<file path="src/rtl/dot_pkg.sv">
// Shared definitions for the 8x8 dot-matrix display blocks.
package dot_pkg;

  localparam int DOT_ROWS = 8;
  localparam int DOT_COLS = 8;

  // One row of column pixels; bit 7 is the leftmost column.
  typedef logic [DOT_COLS-1:0] row_pat_t;

  // All rows deselected on the active-low row bus.
  localparam row_pat_t ROW_OFF = 8'hFF;

  // Frame-store state: ACCEPT takes writes, PENDING waits for the frame boundary.
  typedef enum logic {
    ACCEPT  = 1'b0,
    PENDING = 1'b1
  } scan_state_t;

endpackage

</file>
<file path="src/rtl/dot_row_decoder.sv">
// 3-bit row index to active-low one-hot row select.
// Row 0 drives bit 7 low; row 7 drives bit 0 low.
module dot_row_decoder
  import dot_pkg::*;
(
  input  logic [2:0] row_idx,
  output logic [7:0] row_sel
);

  genvar gi;
  generate
    for (gi = 0; gi < DOT_ROWS; gi++) begin : g_row
      assign row_sel[DOT_ROWS-1-gi] = (row_idx != 3'(gi));
    end
  endgenerate

endmodule

</file>
<file path="src/rtl/dot_frame_scan_ctrl.sv">
// Double-buffered frame store and row-multiplexed scan for the 8x8 LED matrix.
// Upstream writes land in the back buffer; a commit copies back to front at the
// next frame boundary so the visible picture never tears.
// Optional build macro: DOT_BLANK_EN -- blank the columns on the first cycle of
// every row to suppress ghosting between adjacent rows.
module dot_frame_scan_ctrl
  import dot_pkg::*;
#(
  parameter int ROW_HOLD = 4,
  parameter int HOLD_W   = $clog2(ROW_HOLD)
) (
  input  logic       div_clk,
  input  logic       reset,
  input  logic       en,
  input  logic       wr_valid,
  output logic       wr_ready,
  input  logic [2:0] wr_row,
  input  logic [7:0] wr_data,
  input  logic       commit,
  output logic       swap_pending,
  output logic       frame_done,
  output logic [7:0] dot_row,
  output logic [7:0] dot_col
);

  localparam logic [HOLD_W-1:0] HOLD_LAST = HOLD_W'(ROW_HOLD - 1);
  localparam logic [2:0]        ROW_LAST  = 3'(DOT_ROWS - 1);

  scan_state_t                           state_reg;
  logic                                  wr_ready_reg;
  logic                                  swap_pending_reg;
  logic                                  frame_done_reg;
  logic [HOLD_W-1:0]                     hold_cnt_reg;
  logic [2:0]                            row_idx_reg;
  logic [7:0]                            dot_row_reg;
  logic [7:0]                            dot_col_reg;
  logic [DOT_ROWS-1:0][DOT_COLS-1:0]     back_reg;
  logic [DOT_ROWS-1:0][DOT_COLS-1:0]     front_reg;
  logic [DOT_ROWS-1:0][DOT_COLS-1:0]     back_next;
  logic [7:0]                            row_sel;
  logic                                  row_last_cycle;
  logic                                  boundary;
  logic                                  wr_fire;
  logic                                  swap_fire;

  assign row_last_cycle = en && (hold_cnt_reg == HOLD_LAST);
  assign boundary       = row_last_cycle && (row_idx_reg == ROW_LAST);
  assign wr_fire        = wr_valid && wr_ready_reg;
  // A commit landing exactly on the boundary edge swaps immediately.
  assign swap_fire      = boundary && ((state_reg == PENDING) || commit);

  // Back buffer as it will look after this cycle's write, so a write issued
  // together with a commit is part of the swapped frame.
  genvar gi;
  generate
    for (gi = 0; gi < DOT_ROWS; gi++) begin : g_back_next
      assign back_next[gi] = (wr_fire && (wr_row == 3'(gi))) ? wr_data : back_reg[gi];
    end
  endgenerate

  dot_row_decoder u_row_decoder (
    .row_idx (row_idx_reg),
    .row_sel (row_sel)
  );

  // Frame store: back buffer takes accepted writes, front buffer copies on swap.
  always_ff @(posedge div_clk or negedge reset) begin
    if (!reset) begin
      back_reg  <= '0;
      front_reg <= '0;
    end else begin
      back_reg <= back_next;
      if (swap_fire) begin
        front_reg <= back_next;
      end
    end
  end

  // Dwell and row counters; frozen while the scan is disabled.
  always_ff @(posedge div_clk or negedge reset) begin
    if (!reset) begin
      hold_cnt_reg   <= '0;
      row_idx_reg    <= '0;
      frame_done_reg <= 1'b0;
    end else begin
      frame_done_reg <= boundary;
      if (en) begin
        if (row_last_cycle) begin
          hold_cnt_reg <= '0;
          row_idx_reg  <= row_idx_reg + 3'd1;
        end else begin
          hold_cnt_reg <= hold_cnt_reg + HOLD_W'(1);
        end
      end
    end
  end

  // Swap handshake FSM with registered ready/pending flags.
  always_ff @(posedge div_clk or negedge reset) begin
    if (!reset) begin
      state_reg        <= ACCEPT;
      wr_ready_reg     <= 1'b1;
      swap_pending_reg <= 1'b0;
    end else begin
      case (state_reg)
        ACCEPT: begin
          if (commit && !boundary) begin
            state_reg        <= PENDING;
            wr_ready_reg     <= 1'b0;
            swap_pending_reg <= 1'b1;
          end
        end
        PENDING: begin
          if (boundary) begin
            state_reg        <= ACCEPT;
            wr_ready_reg     <= 1'b1;
            swap_pending_reg <= 1'b0;
          end
        end
        default: begin
          state_reg        <= ACCEPT;
          wr_ready_reg     <= 1'b1;
          swap_pending_reg <= 1'b0;
        end
      endcase
    end
  end

  // Display pins: current row and its front-buffer pixels, blanked when disabled.
  always_ff @(posedge div_clk or negedge reset) begin
    if (!reset) begin
      dot_row_reg <= ROW_OFF;
      dot_col_reg <= '0;
    end else if (en) begin
      dot_row_reg <= row_sel;
`ifdef DOT_BLANK_EN
      dot_col_reg <= (hold_cnt_reg == '0) ? '0 : front_reg[row_idx_reg];
`else
      dot_col_reg <= front_reg[row_idx_reg];
`endif
    end else begin
      dot_row_reg <= ROW_OFF;
      dot_col_reg <= '0;
    end
  end

  assign wr_ready     = wr_ready_reg;
  assign swap_pending = swap_pending_reg;
  assign frame_done   = frame_done_reg;
  assign dot_row      = dot_row_reg;
  assign dot_col      = dot_col_reg;

endmodule
</file>
<file path="config.mk">
export PLATFORM = sky130hd
export DESIGN_NAME = dot_frame_scan_ctrl
export DESIGN_NICKNAME = d
export VERILOG_FILES = /design/src/rtl/dot_pkg.sv /design/src/rtl/dot_row_decoder.sv /design/src/rtl/dot_frame_scan_ctrl.sv
export SDC_FILE = /design/constraint.sdc
export NUM_CORES = 1
export LEC_CHECK = 0
export BUFFER_PORTS_ARGS = -buffer_cell sky130_fd_sc_hd__buf_2
export CAP_MARGIN = 20
export CORE_ASPECT_RATIO = 0.75
export CORE_MARGIN = 4
export CORE_UTILIZATION = 40
export DETAILED_ROUTE_END_ITERATION = 12
export PLACE_DENSITY = 0.56
export RECOVER_POWER = 25
export SYNTH_ARGS = -nofsm -noshare
export SYNTH_HDL_FRONTEND = slang
export SYNTH_SLANG_ARGS = --single-unit
</file>
<file path="constraint.sdc">
create_clock -name div_clk -period 2.05 [get_ports div_clk]
set_input_delay 0.41 -clock div_clk [delete_from_list [all_inputs] [get_ports div_clk]]
set_output_delay 0.41 -clock div_clk [all_outputs]
set_load 0.03 [all_outputs]
</file>
==> flow_summary.yaml, run 1 <==
outcome:
  outcome: "completed"
routing:
  drcViolationCount: 0
  drt-total-wl_microns: 16550
  dr_wl_met3_microns: 868
  met1_length_microns: 7951
  drt_iter0_drc: 324
  vias: 4882
  top_layer: "met4"
  dr_wl_met2_microns: 7526
  wire_per_inst_microns: 18.72
  dr.pass1.iters: 5
  ant_nets: 0
  routed_via_density: 5.523
clock_network:
  clockRootBuffer: "clkbuf_16"
  cts-hold-fix-buffers: 1
  cts_buffer_depth: 2
  insertion_delay_ps: 420
  numCtsBuffers: 17
  cts.sinks: 153
  post_cts_resize_count: 0
  ctsHtreeMaxLevel: 4
  cts_tree: "done"
  clkTransAtPathRegs_ps: 60
  cts_setup_buffers: 0
placed_design:
  placed_area_sq_um: 7092
  hpwl_microns: 10060
  routabilityCongestion: 0.7868
  portBuffers: 34
critical_path:
  ff2ff_setup_slack_ps: 270
  max_stage_delay_ps: 360
  worstReg2RegStart: "row_idx_reg[0]"
  required_ps: 2380
  ff2ff_path_depth: 6
  cpMostUsedCell: "ha_1"
  r2r-end: "front_reg[1]"
  cp-end-kind: "register"
  startpoint_type: "register"
  critPathArrivalTime_ps: 2110
  path_buf_inv: 1
  cp_max_fo: 70
  criticalPathCategory: "reg2reg"
  path_delay_family: "compound AO/OA/AOI/OAI gates"
  crit_slowest_cell: "o2111a_4"
  crit_chain: "ha_1 -> ha_1 -> o2111a_4 -> buf_12 -> nor2_1 -> a31oi_1"
logic_synthesis:
  ys_types: 34
  ys_seq_area_share_pct: 57.59
  netlist_area_sq_um: 6668
  ys_ff_latch: 153
  synth_area_per_cell_sq_um: 10.50
  yosysWarnings: 0
  synth_cells: 635
  syn_nets: 658
floorplanning:
  dieHeight_microns: 119.8
  row_count: 40
  io_pins: 35
  coreArea_sq_um: 16170
  die_w_microns: 157.1
  dieArea_sq_um: 18820
  start_util_pct: 41.25
layout:
  drive_gt1_share_pct: 17.21
  multi_input_area_sq_um: 2525
  syn2layout_area_growth_pct: 15.95
  insertedDiodeCount: 0
  seq_area_sq_um: 3840
  final_area_sq_um: 7731
  finalNetCount: 684
  fillCellCount: 1498
power_and_ir_drop:
  ir_worst_vdd_mv: 0.5716
  cellLeakagePower_nw: 3.858
  power_density_nw_per_um2: 1202
sta:
  hold_viol: 0
  finalCriticalPeriod_ps: 1780
  rsz0062_at_grt: "false"
  worst_clock_skew_ps: 13.23
  tightestPinTransition_ps: 1293
  post-route-period-util_pct: 86.84
  finalSetupViolCount: 0
  slew_violations: 0
  slew_headroom_pct: 13.77
  setup_tns_ps: 0
  fmaxAchievable_ghz: 0.5617
min_path:
  min_from: "commit"
  worstHoldEndpoint: "wr_ready"
  min_path_type: "in2reg"
  holdPathStages: 2
grt:
  grt_pass1_vias: 5112
  grt_overflow: 0
  antenna_found_initial: 0
  grt_pass1_wl_microns: 27360
  grt_usage_pct: 18.76
  grt_max_degree: 71
run:
  max_cap_viol_count: 0
[Yosys cell counts, drive strengths merged]
library cell / n / share of area, %
clkinv: 1 / 0.056
xnor2: 1 / 0.13
mux2: 2 / 0.34
nand2b: 2 / 0.30
buf: 36 / 3.5
nor2: 67 / 3.8
o2111a: 1 / 0.17
and3b: 17 / 2.2
nand3: 5 / 0.38
dfrtp: 144 / 54
clkbuf: 14 / 0.81
and3: 1 / 0.094
nand4: 16 / 1.5
inv: 5 / 0.28
ha: 7 / 1.3
nor2b: 1 / 0.094
o21ai: 67 / 5.5
or2: 1 / 0.094
a21boi: 8 / 0.90
dfstp: 9 / 3.5
nor3b: 8 / 0.90
mux4: 16 / 5.9
a21oi: 2 / 0.15
nand3b: 2 / 0.23
a31oi: 65 / 6.1
nand2: 137 / 7.7
[area by class of cell]
cell class              count  area share [%]
clock inverters             7           1.424
clock buffers              25           6.797
inverters                   6          0.2913
well taps                 210           3.399
flip-flops and latches    153           49.67
repair buffers             57           5.761
multi-input cells         426           32.66
[cell usage in the layout (no fill, tap or decap), types with 9 or more instances in the layout]
| master | netlist | final |
|---|---|---|
| dfrtp_1 | 144 | 144 |
| buf_4 | 6 | 14 |
| o21ai_0 | 57 | 57 |
| a31oi_1 | 65 | 65 |
| nor2_1 | 67 | 67 |
| buf_2 | 25 | 33 |
| nand2_1 | 137 | 137 |
| dfstp_2 | 9 | 9 |
| clkbuf_16 | 0 | 17 |
| nand4_1 | 16 | 16 |
| and3b_1 | 17 | 17 |
[worst max path at each step]
| stage | from | endpoint | slack, ps | cells past startpoint |
|---|---|---|---|---|
| floorplan | row_idx_reg[0] | front_reg[1] | 540 | 7 |
| global placement | wr_row[1] | front_reg[4] | 240 | 4 |
| detailed placement | wr_row[1] | front_reg[1] | 180 | 4 |
| CTS | row_idx_reg[0] | front_reg[9] | 270 | 6 |
| global route | reset | back_reg[35] | 110 | 3 |
| finish | row_idx_reg[0] | front_reg[1] | 270 | 6 |
[metal layers]
layer  up-vias  track usage (%)
met1      2453            27.28
met5         -                0
li1       2280                -
met2       130            28.51
met3        19            4.218
met4         0            5.212
[per-stage QoR]
stage	cells	total power, mW	hold slack [ps]	util [%]	setup slack (ps)
after floorplan	635	5.405	114.4	-	544.8
after global placement	851	5.952	382.9	43.87	243.9
after detailed placement	851	6.041	387.2	43.87	175.9
after CTS	884	9.390	196.8	47.86	267.9
after global routing	884	9.806	209.4	47.83	112.0
final	884	9.293	212.2	47.83	269.8
[power by group]
part | switching (mW) | internal (mW)
sequential | 0.272 | 3.68
combinational | 1.21 | 0.810
clock | 1.18 | 2.14
[logic make-up (layout without fill, tap and decap cells)]
| family | count (synthesis) | count (layout) | share of synthesized area [%] |
|---|---|---|---|
| DFF | 153 | 153 | 57.59 |
| buffers and inverters | 56 | 95 | 4.672 |
| xor gates and xnor gates | 1 | 1 | 0.1314 |
| adders and majority gates | 7 | 7 | 1.314 |
| muxes | 18 | 18 | 6.192 |
| and+or+nand+nor | 257 | 257 | 17.30 |
| AOI/OAI and AO/OA | 143 | 143 | 12.80 |
No activity file was read; power rests on OpenSTA's default activity.
==> inputs of run 2 (changes only) <==
--- a/config.mk
+++ b/config.mk
@@ -11,8 +11,9 @@
 export CORE_MARGIN = 4
 export CORE_UTILIZATION = 40
 export DETAILED_ROUTE_END_ITERATION = 12
-export PLACE_DENSITY = 0.56
+export PLACE_DENSITY = 0.63
 export RECOVER_POWER = 25
+export SLEW_MARGIN = 30
 export SYNTH_ARGS = -nofsm -noshare
 export SYNTH_HDL_FRONTEND = slang
 export SYNTH_SLANG_ARGS = --single-unit
==> run 2 against run 1 <==
Core utilization decreased by 0.21 points. Design area decreased by 0.44%. Routed wire length about the same. Die area unchanged. Worst setup slack improved by 87 ps. Highest routed layer is now met5.
==> flow_summary.yaml, run 2 (same netlist as run 1, synthesis figures left out) <==
outcome:
  outcome: "completed"
placed_design:
  place_inst: 851
  pre_cts_ws_ps: 84.28
  placed_area_sq_um: 7092
  hpwl_microns: 10280
  portBuffers: 34
  routabilityCongestion: 0.8249
sta:
  worst_clock_skew_ps: 9.540
  tightestPinTransition_ps: 1064
  setup_tns_ps: 0
  fmaxAchievable_ghz: 0.5907
  slew_headroom_pct: 29.09
  whs_ps: 213.0
  finalSetupViolCount: 0
  post-route-period-util_pct: 82.59
  rsz0062_at_grt: "false"
  fin_ws_ps: 357.0
  slew_violations: 0
  finalCriticalPeriod_ps: 1693
  hold_viol: 0
floorplanning:
  dieArea_sq_um: 18820
  start_util_pct: 41.25
  coreArea_sq_um: 16170
  row_count: 40
  io_pins: 35
  dieHeight_microns: 119.8
  die_w_microns: 157.1
critical_path:
  ff2ff_setup_slack_ps: 360
  r2r-end: "front_reg[23]"
  startpoint_type: "input port"
  required_ps: 2590
  worstReg2RegStart: "row_idx_reg[0]"
  cp-end-kind: "async pin"
  ff2ff_path_depth: 6
  criticalPathCategory: "in2async"
  critPathArrivalTime_ps: 2230
  cp_max_fo: 45
run:
  max_cap_viol_count: 0
layout:
  syn2layout_area_growth_pct: 15.44
  fin_cells: 886
  final_common_cell: "dfrtp_1"
  finalNetCount: 684
  final_cell_mix: "dfrtp_1 (144), nand2_1 (137), nor2_1 (67), a31oi_1 (65), o21ai_0 (57)"
  drive_gt1_share_pct: 17.06
  post-route-util_pct: 47.62
  final_area_sq_um: 7697
clock_network:
  numCtsBuffers: 17
  clkTransAtPathRegs_ps: 60
  clockRootBuffer: "clkbuf_16"
  ctsHtreeMaxLevel: 4
  cts_buffer_depth: 2
  post_cts_resize_count: 0
  cts_tree: "done"
  insertion_delay_ps: 410
  cts.sinks: 153
routing:
  drt-total-wl_microns: 16550
  dr.pass1.iters: 5
  wire_per_inst_microns: 18.68
  drt_iter0_drc: 399
  ant_nets: 0
  vias: 5012
  routed_via_density: 5.657
  drcViolationCount: 0
power_and_ir_drop:
  power_density_nw_per_um2: 1194
  power_mw: 9.193
  ir_worst_vdd_mv: 0.6168
  cellLeakagePower_nw: 3.823
grt:
  antenna_found_initial: 2
  grt_max_degree: 54
  grt_pass1_vias: 5056
  grt_pass1_wl_microns: 27100
  grt_usage_pct: 18.48
  grt_overflow: 0
min_path:
  min_path_type: "in2reg"
  holdPathStages: 2
  worstHoldEndpoint: "wr_ready"
  min_from: "commit"
run 2: cell count changes in the layout (fill, tap and decap cells not counted), moves of 2 or more:
cell	change
clkbuf_8	-5
clkinvlp_4	+3
diode_2	+2
inv_6	+2
run 2: worst max-delay path: stages:
cell and delay, ps:
dlygate4sd3_1 520, clkbuf_2 800, buf_6 460
run 2: what timing repair did:
| item | in CTS | in global routing |
|---|---|---|
| hold buffers | 1 | 0 |
| endpoints found under the hold margin | 37 | 0 |
| buffers inserted | 0 | 0 |
| endpoints found under the setup margin | 0 | 0 |
run 2: worst max path at each step:
stage / slack [ps] / startpoint / cells past startpoint / to
floorplan: 540 / row_idx_reg[0] / 7 / front_reg[1]
global placement: 210 / wr_row[1] / 4 / front_reg[4]
detailed placement: 80 / wr_row[1] / 4 / front_reg[7]
CTS: 370 / row_idx_reg[0] / 6 / front_reg[23]
global route: 120 / reset / 3 / front_reg[47]
finish: 360 / reset / 3 / front_reg[47]
run 2: final cells by class:
class | instances | area, sq um
Fill cell | 1478 | 8468
Sequential cell | 153 | 3840
Multi-Input combinational cell | 426 | 2525
Clock buffer | 21 | 460.4
Timing Repair Buffer | 57 | 436.7
Tap cell | 210 | 262.8
Clock inverter | 11 | 145.1
Inverter | 6 | 22.52
Antenna cell | 2 | 5.005
run 2: routing by layer:
layer / routed length (microns) / GRT usage [%] / vias to the layer above
met2: 7524 / 27.89 / 162
met4: 239 / 5.535 / 2
met5: 15 / 0 / -
met1: 7579 / 26.84 / 2542
met3: 1192 / 4.074 / 22
li1: - / - / 2284
run 2: report_power, final:
part | internal, mW | total, mW | switching [mW]
Combinational | 0.804 | 2.03 | 1.23
Sequential | 3.68 | 3.95 | 0.268
Clock | 1.98 | 3.21 | 1.23
